File: config.mk
export PLATFORM = sky130hd
export DESIGN_NAME = riscv_soft_wb_arbiter
export DESIGN_NICKNAME = d
export VERILOG_FILES = /design/src/rtl/riscv_soft_wb_arbiter_pkg.sv /design/src/rtl/riscv_soft_wb_fifo.sv /design/src/rtl/riscv_soft_wb_arbiter.sv
export SDC_FILE = /design/constraint.sdc
export NUM_CORES = 1
export LEC_CHECK = 0
export CAP_MARGIN = 0
export CORE_MARGIN = 1
export CORE_UTILIZATION = 55
export DETAILED_ROUTE_END_ITERATION = 12
export PLACE_DENSITY = 0.88
export SLEW_MARGIN = 30
export SYNTH_ARGS = -nofsm -noshare
export SYNTH_HDL_FRONTEND = slang
export SYNTH_SLANG_ARGS = --single-unit
export TNS_END_PERCENT = 10
File: constraint.sdc
create_clock -name clk -period 6.47 [get_ports clk]
set_clock_uncertainty 0.1 [all_clocks]
set_input_delay 1.294 -clock clk [delete_from_list [all_inputs] [get_ports clk]]
set_output_delay 1.294 -clock clk [all_outputs]
set_load 0.01 [all_outputs]
File: src/rtl/riscv_soft_wb_arbiter_pkg.sv
// Shared register-file geometry and writeback helpers for the soft RISC-V core.
// Imported by the writeback arbiter and its result FIFO.
package riscv_soft_wb_arbiter_pkg;

    localparam int REG_ADDR_W  = 5;
    localparam int NUM_REGS    = 32;
    localparam int XPR_LEN_DEF = 32;

    typedef enum logic {
        SRC_EX = 1'b0,
        SRC_LL = 1'b1
    } wb_src_e;

    // One-hot mask for a register, with x0 forced out so it can never be marked busy.
    function automatic logic [NUM_REGS-1:0] reg_mask(input logic [REG_ADDR_W-1:0] addr);
        logic [NUM_REGS-1:0] m;
        m       = '0;
        m[addr] = 1'b1;
        m[0]    = 1'b0;
        return m;
    endfunction

endpackage

File: src/rtl/riscv_soft_wb_fifo.sv
// Small synchronous FIFO holding long-latency writeback results ({rd, data}).
// Push while full and pop while empty are ignored.
module riscv_soft_wb_fifo #(
    parameter int WIDTH = 37,
    parameter int DEPTH = 2
) (
    input  logic             clk,
    input  logic             reset_n,
    input  logic             push,
    input  logic [WIDTH-1:0] push_data,
    input  logic             pop,
    output logic             full,
    output logic             empty,
    output logic [WIDTH-1:0] head
);

    localparam int PTR_W = (DEPTH > 1) ? $clog2(DEPTH) : 1;
    localparam int CNT_W = $clog2(DEPTH + 1);
    localparam logic [PTR_W-1:0] PTR_LAST = PTR_W'(DEPTH - 1);
    localparam logic [CNT_W-1:0] CNT_FULL = CNT_W'(DEPTH);

    logic [WIDTH-1:0] mem [DEPTH];
    logic [PTR_W-1:0] wr_ptr;
    logic [PTR_W-1:0] rd_ptr;
    logic [CNT_W-1:0] count;
    logic             do_push;
    logic             do_pop;

    assign do_push = push && !full;
    assign do_pop  = pop && !empty;
    assign full    = (count == CNT_FULL);
    assign empty   = (count == '0);
    assign head    = mem[rd_ptr];

    function automatic logic [PTR_W-1:0] next_ptr(input logic [PTR_W-1:0] p);
        return (p == PTR_LAST) ? '0 : p + 1'b1;
    endfunction

    always_ff @(posedge clk) begin
        if (do_push) begin
            mem[wr_ptr] <= push_data;
        end
    end

    always_ff @(posedge clk or negedge reset_n) begin
        if (!reset_n) begin
            wr_ptr <= '0;
            rd_ptr <= '0;
            count  <= '0;
        end else begin
            if (do_push) begin
                wr_ptr <= next_ptr(wr_ptr);
            end
            if (do_pop) begin
                rd_ptr <= next_ptr(rd_ptr);
            end
            case ({do_push, do_pop})
                2'b10:   count <= count + 1'b1;
                2'b01:   count <= count - 1'b1;
                default: count <= count;
            endcase
        end
    end

endmodule

File: src/rtl/riscv_soft_wb_arbiter.sv
// Regfile write-port arbiter: EX path has priority, long-latency results queue in a FIFO,
// and a busy scoreboard tracks LL destinations until their value lands in the regfile.
module riscv_soft_wb_arbiter
    import riscv_soft_wb_arbiter_pkg::*;
#(
    parameter int XPR_LEN      = XPR_LEN_DEF,
    parameter int LQ_DEPTH     = 2,
    parameter int STARVE_LIMIT = 4
) (
    input  logic                  clk,
    input  logic                  reset_n,
    input  logic                  ex_wr_en,
    input  logic [REG_ADDR_W-1:0] ex_wr_addr,
    input  logic [XPR_LEN-1:0]    ex_wr_data,
    output logic                  ex_stall,
    input  logic                  ll_issue,
    input  logic [REG_ADDR_W-1:0] ll_issue_rd,
    input  logic                  ll_valid,
    output logic                  ll_ready,
    input  logic [REG_ADDR_W-1:0] ll_rd,
    input  logic [XPR_LEN-1:0]    ll_data,
    input  logic [REG_ADDR_W-1:0] hz_addr_1,
    output logic                  hz_busy_1,
    input  logic [REG_ADDR_W-1:0] hz_addr_2,
    output logic                  hz_busy_2,
    output logic                  rf_wr_en,
    output logic [REG_ADDR_W-1:0] rf_wr_addr,
    output logic [XPR_LEN-1:0]    rf_wr_data
);

    localparam int ENTRY_W = REG_ADDR_W + XPR_LEN;
    localparam int CNT_W   = $clog2(STARVE_LIMIT) + 1;
    localparam logic [CNT_W-1:0] CNT_MAX = CNT_W'(STARVE_LIMIT - 1);

    logic               fifo_full;
    logic               fifo_empty;
    logic               fifo_push;
    logic               fifo_pop;
    logic [ENTRY_W-1:0] fifo_head;
    logic [NUM_REGS-1:0] busy;
    logic [NUM_REGS-1:0] set_mask;
    logic [NUM_REGS-1:0] clr_mask;
    logic [CNT_W-1:0]   starve_cnt;
    wb_src_e            rf_src;

    // Writes to x0 from the LL path complete the handshake but never occupy the queue.
    assign ll_ready  = !fifo_full;
    assign fifo_push = ll_valid && ll_ready && (ll_rd != '0);
    assign fifo_pop  = !ex_wr_en && !fifo_empty;

    riscv_soft_wb_fifo #(
        .WIDTH (ENTRY_W),
        .DEPTH (LQ_DEPTH)
    ) u_fifo (
        .clk       (clk),
        .reset_n   (reset_n),
        .push      (fifo_push),
        .push_data ({ll_rd, ll_data}),
        .pop       (fifo_pop),
        .full      (fifo_full),
        .empty     (fifo_empty),
        .head      (fifo_head)
    );

    // Busy clears on the same edge the regfile absorbs the LL write, so no bypass is needed.
    assign set_mask  = ll_issue ? reg_mask(ll_issue_rd) : '0;
    assign clr_mask  = (rf_wr_en && (rf_src == SRC_LL)) ? reg_mask(rf_wr_addr) : '0;
    assign hz_busy_1 = busy[hz_addr_1];
    assign hz_busy_2 = busy[hz_addr_2];

    always_ff @(posedge clk or negedge reset_n) begin
        if (!reset_n) begin
            rf_wr_en   <= 1'b0;
            rf_wr_addr <= '0;
            rf_wr_data <= '0;
            rf_src     <= SRC_EX;
        end else if (ex_wr_en) begin
            rf_wr_en   <= 1'b1;
            rf_wr_addr <= ex_wr_addr;
            rf_wr_data <= ex_wr_data;
            rf_src     <= SRC_EX;
        end else if (fifo_pop) begin
            rf_wr_en   <= 1'b1;
            rf_wr_addr <= fifo_head[ENTRY_W-1 -: REG_ADDR_W];
            rf_wr_data <= fifo_head[XPR_LEN-1:0];
            rf_src     <= SRC_LL;
        end else begin
            rf_wr_en   <= 1'b0;
            rf_src     <= SRC_EX;
        end
    end

    always_ff @(posedge clk or negedge reset_n) begin
        if (!reset_n) begin
            busy <= '0;
        end else begin
            busy <= (busy & ~clr_mask) | set_mask;
        end
    end

    // Stall asks EX to yield once the queued head has waited STARVE_LIMIT cycles.
    always_ff @(posedge clk or negedge reset_n) begin
        if (!reset_n) begin
            starve_cnt <= '0;
            ex_stall   <= 1'b0;
        end else begin
            if (fifo_empty || fifo_pop) begin
                starve_cnt <= '0;
            end else if (starve_cnt != CNT_MAX) begin
                starve_cnt <= starve_cnt + 1'b1;
            end
            ex_stall <= !fifo_empty && !fifo_pop && (starve_cnt >= CNT_MAX);
        end
    end

    a_issue_not_busy: assert property (@(posedge clk) disable iff (!reset_n)
        ll_issue |-> !(busy[ll_issue_rd] && !clr_mask[ll_issue_rd]));
    a_ex_not_busy: assert property (@(posedge clk) disable iff (!reset_n)
        ex_wr_en |-> !busy[ex_wr_addr]);
    a_ll_result_busy: assert property (@(posedge clk) disable iff (!reset_n)
        (ll_valid && (ll_rd != '0)) |-> busy[ll_rd]);

endmodule

==> load_flow_metrics.sql, run 1 <==
INSERT INTO impl_metrics (metric_group, metric, value, unit) VALUES
('critical_path', 'path_max_fanout', '7', ''),
('cells_and_area', 'fillers', '696', ''),
('critical_path', 'path_class', 'in2out', ''),
('synthesis', 'postSynthAreaPerCell', '11.97', 'um2'),
('critical_path', 'worst-r2r-cell-count', '5', ''),
('timing', 'max-slew-margin-rel', '50.66', '%'),
('timing', 'fin_hold_ws', '444.5', 'ps'),
('critical_path', 'cpPeakStageDelay', '660', 'ps'),
('cells_and_area', 'synthToLayoutAreaGrowth', '31.24', '%'),
('placement', 'place_area', '8088', 'um2'),
('global_routing', 'grt_max_degree', '78', ''),
('cells_and_area', 'highest_count_cells_in_the_layout_ignoring_fill_and_taps', 'clkdlybuf4s50_1 (133), o21ai_0 (100), dfrtp_1 (77), edfxtp_1 (74), mux2i_1 (56)', ''),
('critical_path', 'timing.critical_path.mode_cell', 'clkdlybuf4s50_1', ''),
('synthesis', 'post-synth-top-area-fraction', '33.63', '%'),
('power', 'leakage_power', '0.003321', 'uW'),
('global_routing', 'track_usage', '27.68', '%'),
('placement', 'detailed_place_hpwl', '11070', 'um'),
('power', 'vdd_ir_drop_max', '0.2694', 'mV'),
('critical_path', 'timing.critical_path.depth', '6', ''),
('synthesis', 'syn_inst', '552', ''),
('critical_path', 'timing.critical_path.cells', 'clkdlybuf4s50_1 > mux4_2 > nand2b_1 > o2111ai_1 > nand4_1 > clkdlybuf4s50_1', ''),
('critical_path', 'timing.critical_path.arrival', '3410', 'ps'),
('synthesis', 'synthDominantAreaCellType', 'edfxtp_1', ''),
('clock_tree', 'cts.root.buffer_cell', 'clkbuf_16', ''),
('floorplanning', 'die_width', '111.6', 'um'),
('cells_and_area', 'design.final.nets', '778', ''),
('critical_path', 'required', '5080', 'ps'),
('synthesis', 'synth_top_cells_by_area', 'edfxtp_1 (34%), dfrtp_1 (30%), mux2i_1 (8.5%)', ''),
('synthesis', 'synth_sequential_area_ratio', '63.17', '%'),
('hold_path', 'hold_path.class', 'reg2reg', ''),
('floorplanning', 'fp.dieH', '111.6', 'um'),
('global_routing', 'grt.overflow.total', '0', ''),
('timing', 'finalHoldViolCount', '0', ''),
('floorplanning', 'floorplan.die_area', '12460', 'um2'),
('hold_path', 'worstHoldPathCells', '2', ''),
('run', 'drv_cap', '0', ''),
('cells_and_area', 'most_common_library_cell_in_the_layout_ignoring_fill_and_taps', 'clkdlybuf4s50_1', ''),
('routing', 'drc_errors', '6', ''),
('timing', 'tightestPinTransition', '738.3', 'ps'),
('floorplanning', 'floorplan.io_pins', '136', ''),
('run_status', 'failed_checks', 'DRC', ''),
('synthesis', 'ys_types', '34', ''),
('clock_tree', 'clk-insertion-delay-late', '420', 'ps'),
('timing', 'rsz_0062_raised_after_global_routing', 'no', ''),
('global_routing', 'wire_length_of_the_first_global_routing_pass', '26360', 'um'),
('routing', 'route.final.wire_length', '16420', 'um'),
('clock_tree', 'post_cts.resized_instances', '0', ''),
('clock_tree', 'numCtsBuffers', '17', ''),
('clock_tree', 'clk_path_buf_depth', '2', ''),
('floorplanning', 'effective_utilization_at_floorplan', '57.14', '%'),
('cells_and_area', 'final-instance-count-excl-fill', '837', ''),
('floorplanning', 'row_count', '39', ''),
('global_routing', 'grt_antenna_before_repair', '0', ''),
('routing', 'ant_nets', '0', ''),
('routing', 'drtPass1Iterations', '9', ''),
('clock_tree', 'cts_clk_pin_slew_worst_paths', '60', 'ps'),
('routing', 'vias_after_detailed_routing', '5053', ''),
('synthesis', 'cell_area_synth', '6608', 'um2'),
('routing', 'route.detailed.wl_per_inst', '19.62', 'um'),
('cells_and_area', 'fin_area', '8672', 'um2'),
('routing', 'drt_iter0_drc', '541', ''),
('clock_tree', 'cts_sinks', '152', ''),
('critical_path', 'cpLargestDelayFamily', 'buffers and inverters', ''),
('run_status', 'run_status', 'finished, violations left', ''),
('clock_tree', 'clock_tree.htree_level_count', '4', ''),
('timing', 'tns', '0', 'ps'),
('synthesis', 'synthesized_flop_and_latch_total', '152', ''),
('cells_and_area', 'drive_gt1_share', '6.772', '%'),
('global_routing', 'first_global_vias', '5242', ''),
('placement', 'dpl.cell_count', '805', ''),
('placement', 'placement.setup.worst_slack', '1660', 'ps');
## cells by family after synthesis
kind of cell    share of synthesized area, %
fa+ha+maj                             0.5681
mux                                    10.64
xor+xnor                              0.7954
buf+inv                                2.556
compound gates                         12.52
simple gates                           9.752
flops                                  63.17
## path summary, 6_finish.rpt
check                                start        endpoint  slack (ps)
max                           hz_addr_1[0]       hz_busy_1        1660
min                          starve_cnt[2]        ex_stall         440
max reg2reg                u_fifo.count[1]  rf_wr_data[31]        4180
min reg2reg                  starve_cnt[2]        ex_stall         440
max in group asynchronous          reset_n   u_fifo.rd_ptr        4900
min in group asynchronous          reset_n  rf_wr_data[24]         770
## worst register-to-register path, delay by kind of cell, from the launching register on
kind	cells	cell delay, ps
buffers and inverters	1	540
AOI/OAI and AO/OA	2	280
DFF	1	450
and+or+nand+nor	2	780
## flip-flops by register name, indices dropped and copies added, names as in the netlist
register       flops
u_fifo.mem        74
rf_wr_data        32
busy              31
rf_wr_addr         5
starve_cnt         3
u_fifo.count       2
ex_stall           1
rf_src             1
rf_wr_en           1
u_fifo.rd_ptr      1
u_fifo.wr_ptr      1
## power by group
part / internal [uW] / total, uW / switching [uW]
Clock: 599 / 983 / 384
Sequential: 1320 / 1580 / 258
Combinational: 523 / 1070 / 550
## final cells by class
type                            instances  area [um2]  share of cell area (%)
Timing Repair Buffer                  139        1429                   16.48
Tap cell                              143       178.9                   2.063
Sequential cell                       152        4178                   48.17
Clock inverter                         15       158.9                   1.832
Multi-Input combinational cell        367        2287                   26.37
Inverter                                4       15.01                  0.1731
Clock buffer                           17       425.4                   4.905
## stage by stage
stage / util [%] / power [uW]
after global routing: 74.99 / 3811
after detailed placement: 69.93 / 2643
after global placement: 69.24 / 2548
after floorplan: - / 2154
final: 74.99 / 3636
after CTS: 74.99 / 3634
## per-layer routing
metal,track usage [%],up-vias,routed length (um)
met5,0,-,0
met4,12.97,0,393
met3,6.968,33,1266
met2,47.42,257,8436
met1,32.96,2477,6325
li1,-,2286,-
## cell usage after synthesis
cell type,count
nand4b_1,2
nor2_1,54
o2111ai_1,2
a211oi_1,3
nor2_2,1
nand3b_1,8
mux2i_1,56
or3b_2,2
nor2b_1,4
inv_1,4
or3b_1,1
nand2b_1,5
mux4_2,4
o21ai_0,100
a21oi_1,44
ha_1,3
buf_6,2
xor2_1,3
edfxtp_1,74
a22oi_1,4
nand2_1,44
o211ai_1,2
or4_4,1
o211ai_4,1
clkbuf_1,12
buf_1,1
nand4_1,3
dfrtp_1,78
mux4_1,2
or3_1,4
buf_4,5
nand3_1,11
buf_2,9
xnor2_1,3
Power figures use the tool's default switching activity.
==> run 2: changes to the inputs <==
Settings changed: CORE_UTILIZATION 55 to 46, PLACE_DENSITY 0.88 to 0.79.
Clock period 6.47 ns to 4.07 ns, I/O delays scaled along.
==> run 2 against run 1 <==
  * The flow now finishes without violations
  * Sequential share of layout area about the same
  * Sequential power grew 59%
  * Clock power grew 49%
  * Largest power group unchanged
  * Clock-buffer cell count rose by 1
  * First-iteration DRC count shrank 42%
  * Via count decreased by 4.1%
==> load_flow_metrics.sql, run 2 (synthesis gave the netlist of run 1 again) <==
INSERT INTO impl_metrics (metric_group, metric, value, unit) VALUES
('run_status', 'run_status', 'finished, final reports clean', ''),
('timing', 'final_max_slew_viol_count', '0', ''),
('routing', 'drtPass1Iterations', '5', ''),
('power', 'vdd_ir_drop_max', '0.4348', 'mV'),
('cells_and_area', 'synthToLayoutAreaGrowth', '31.17', '%'),
('routing', 'drt_iter0_drc', '315', ''),
('cells_and_area', 'drive_gt1_share', '7.450', '%'),
('critical_path', 'critical_path.endpoint_type', 'output pin', ''),
('clock_tree', 'post_cts.resized_instances', '0', ''),
('hold_path', 'hold_path.class', 'in2async', ''),
('floorplanning', 'effective_utilization_at_floorplan', '47.42', '%'),
('timing', 'fin_hold_ws', '332.1', 'ps'),
('clock_tree', 'numCtsBuffers', '17', ''),
('cells_and_area', 'final_core_utilization', '62.20', '%'),
('cells_and_area', 'most_common_library_cell_in_the_layout_ignoring_fill_and_taps', 'clkdlybuf4s50_1', ''),
('timing', 'finalCritPeriodShare', '93.59', '%'),
('critical_path', 'required', '3160', 'ps'),
('critical_path', 'timing.critical_path.arrival', '2900', 'ps'),
('cells_and_area', 'max_flop_register', 'u_fifo.mem', ''),
('routing', 'route.detailed.wl_per_inst', '17.88', 'um'),
('floorplanning', 'floorplan.io_pins', '136', ''),
('floorplanning', 'die_width', '121.9', 'um'),
('power', 'total_power', '5618', 'uW'),
('cells_and_area', 'num_antenna_cells', '0', ''),
('clock_tree', 'clk_path_buf_depth', '2', ''),
('clock_tree', 'clk-insertion-delay-late', '410', 'ps'),
('cells_and_area', 'fin_area', '8667', 'um2'),
('power', 'power_density', '648.2', 'nW/um2'),
('clock_tree', 'cts.root.buffer_cell', 'clkbuf_16', ''),
('routing', 'route.final.wire_length', '15700', 'um'),
('clock_tree', 'cts.hold.buffers_added', '0', ''),
('floorplanning', 'fp.dieH', '121.9', 'um'),
('floorplanning', 'row_count', '43', ''),
('placement', 'detailed_place_hpwl', '10980', 'um'),
('global_routing', 'wire_length_of_the_first_global_routing_pass', '25100', 'um'),
('routing', 'drc_errors', '0', ''),
('run', 'drv_cap', '0', ''),
('cells_and_area', 'fillers', '1056', ''),
('placement', 'routabilityCongestion', '0.8751', ''),
('placement', 'place_area', '8109', 'um2'),
('routing', 'viasPerCell', '5.518', ''),
('critical_path', 'worst_setup_path_start_kind', 'input port', ''),
('cells_and_area', 'design.final.nets', '782', ''),
('cells_and_area', 'largest_register_ffs', '74', ''),
('clock_tree', 'clock_tree.htree_level_count', '4', ''),
('global_routing', 'globalRoute.busiestLayer', 'met2', ''),
('global_routing', 'grt_max_degree', '79', ''),
('clock_tree', 'cts_sinks', '152', ''),
('clock_tree', 'postCtsSetupBuffers', '0', ''),
('critical_path', 'path_class', 'in2out', ''),
('critical_path', 'worst-r2r-cell-count', '5', ''),
('timing', 'tns', '0', 'ps'),
('clock_tree', 'cts_clk_pin_slew_worst_paths', '60', 'ps'),
('placement', 'io_buffer_count', '135', ''),
('global_routing', 'grt_antenna_before_repair', '0', ''),
('global_routing', 'met2_usage', '37.15', '%'),
('timing', 'max-slew-margin-rel', '38.31', '%'),
('global_routing', 'first_global_vias', '4970', ''),
('critical_path', 'regToRegSetupSlack', '1750', 'ps'),
('critical_path', 'path_max_fanout', '7', ''),
('floorplanning', 'area_inside_the_core_boundary', '13930', 'um2'),
('floorplanning', 'floorplan.die_area', '14850', 'um2'),
('timing', 'finalHoldViolCount', '0', ''),
('global_routing', 'grt.overflow.total', '0', ''),
('timing', 'period_minus_slack', '3809', 'ps'),
('clock_tree', 'cts_tree', 'built', ''),
('global_routing', 'gr-usage-met1', '28.06', '%'),
('cells_and_area', 'biggestRegsByFlops', 'u_fifo.mem: 74 flops, rf_wr_data: 32 flops, busy: 31 flops', ''),
('global_routing', 'gr-usage-met3', '6.320', '%'),
('timing', 'tightestPinTransition', '923.2', 'ps'),
('global_routing', 'track_usage', '22.32', '%'),
('routing', 'vias_after_detailed_routing', '4845', ''),
('timing', 'timing.final.setup_violations', '0', ''),
('power', 'leakage_power', '0.003307', 'uW'),
('cells_and_area', 'highest_count_cells_in_the_layout_ignoring_fill_and_taps', 'clkdlybuf4s50_1 (133), o21ai_0 (100), dfrtp_1 (77), edfxtp_1 (74), mux2i_1 (56)', ''),
('timing', 'rsz_0062_raised_after_global_routing', 'no', ''),
('timing', 'max_clock_freq', '0.2625', 'GHz'),
('routing', 'ant_nets', '0', '');
[run 2: cell count changes in the layout (fill, tap and decap cells not counted), moves of 2 or more]
| cell | previous run | this run |
|---|---|---|
| bufinv_16 | 3 | 1 |
| clkinv_4 | 0 | 4 |
| clkinv_1 | 4 | 2 |
| buf_4 | 3 | 8 |
| buf_16 | 2 | 0 |
| clkinv_2 | 3 | 1 |
[run 2: power by group]
| group | total [uW] | leakage [uW] | internal [uW] | switching, uW |
|---|---|---|---|---|
| clock | 1460 | 0.000258 | 842 | 616 |
| sequential | 2510 | 0.00158 | 2100 | 408 |
| combinational | 1650 | 0.00147 | 813 | 841 |
| total | 5620 | 0.00331 | 3750 | 1860 |
[run 2: through the flow]
stage                     worst slack, ps  cells
after floorplan                     942.8    552
after global placement              254.0    846
after detailed placement            236.2    846
after CTS                           240.3    878
after global routing                134.0    878
final                               260.9    878
[run 2: final cells by class]
class / count / area (um2) / share of cell area [%]
clock buffer: 18 / 429.2 / 4.952
multi-input combinational: 367 / 2287 / 26.39
clock inverter: 14 / 125.1 / 1.444
sequential: 152 / 4178 / 48.20
inverter: 4 / 15.01 / 0.1732
timing repair buffer: 143 / 1408 / 16.24
tap: 180 / 225.2 / 2.599
[run 2: path summary, 6_finish.rpt]
kind | start | end
worst max-delay path | hz_addr_2[0] | hz_busy_2
worst min-delay path | reset_n | busy[25]
worst max register to register | u_fifo.count[0] | rf_wr_data[24]
worst min register to register | starve_cnt[2] | ex_stall
max in group asynchronous | reset_n | u_fifo.rd_ptr
min in group clk | starve_cnt[2] | ex_stall
[run 2: worst max-delay path: stages]
cell and delay, ps:
clkdlybuf4s50_1 670, mux4_2 540, nand2b_1 150, o211ai_1 100, nand4_1 120, clkdlybuf4s50_1 500
[run 2: metal layers]
layer	vias up	part of all wire [%]
li1	2282	-
met1	2360	42
met2	178	49
met3	25	7.6
met4	0	1.3
met5	-	0
==> run 3: changes to the inputs <==
Settings changed: SKIP_CTS_REPAIR_TIMING set to 1.
==> results of run 3 <==
No change in the layout: final DEF, timing and power equal those of run 2.
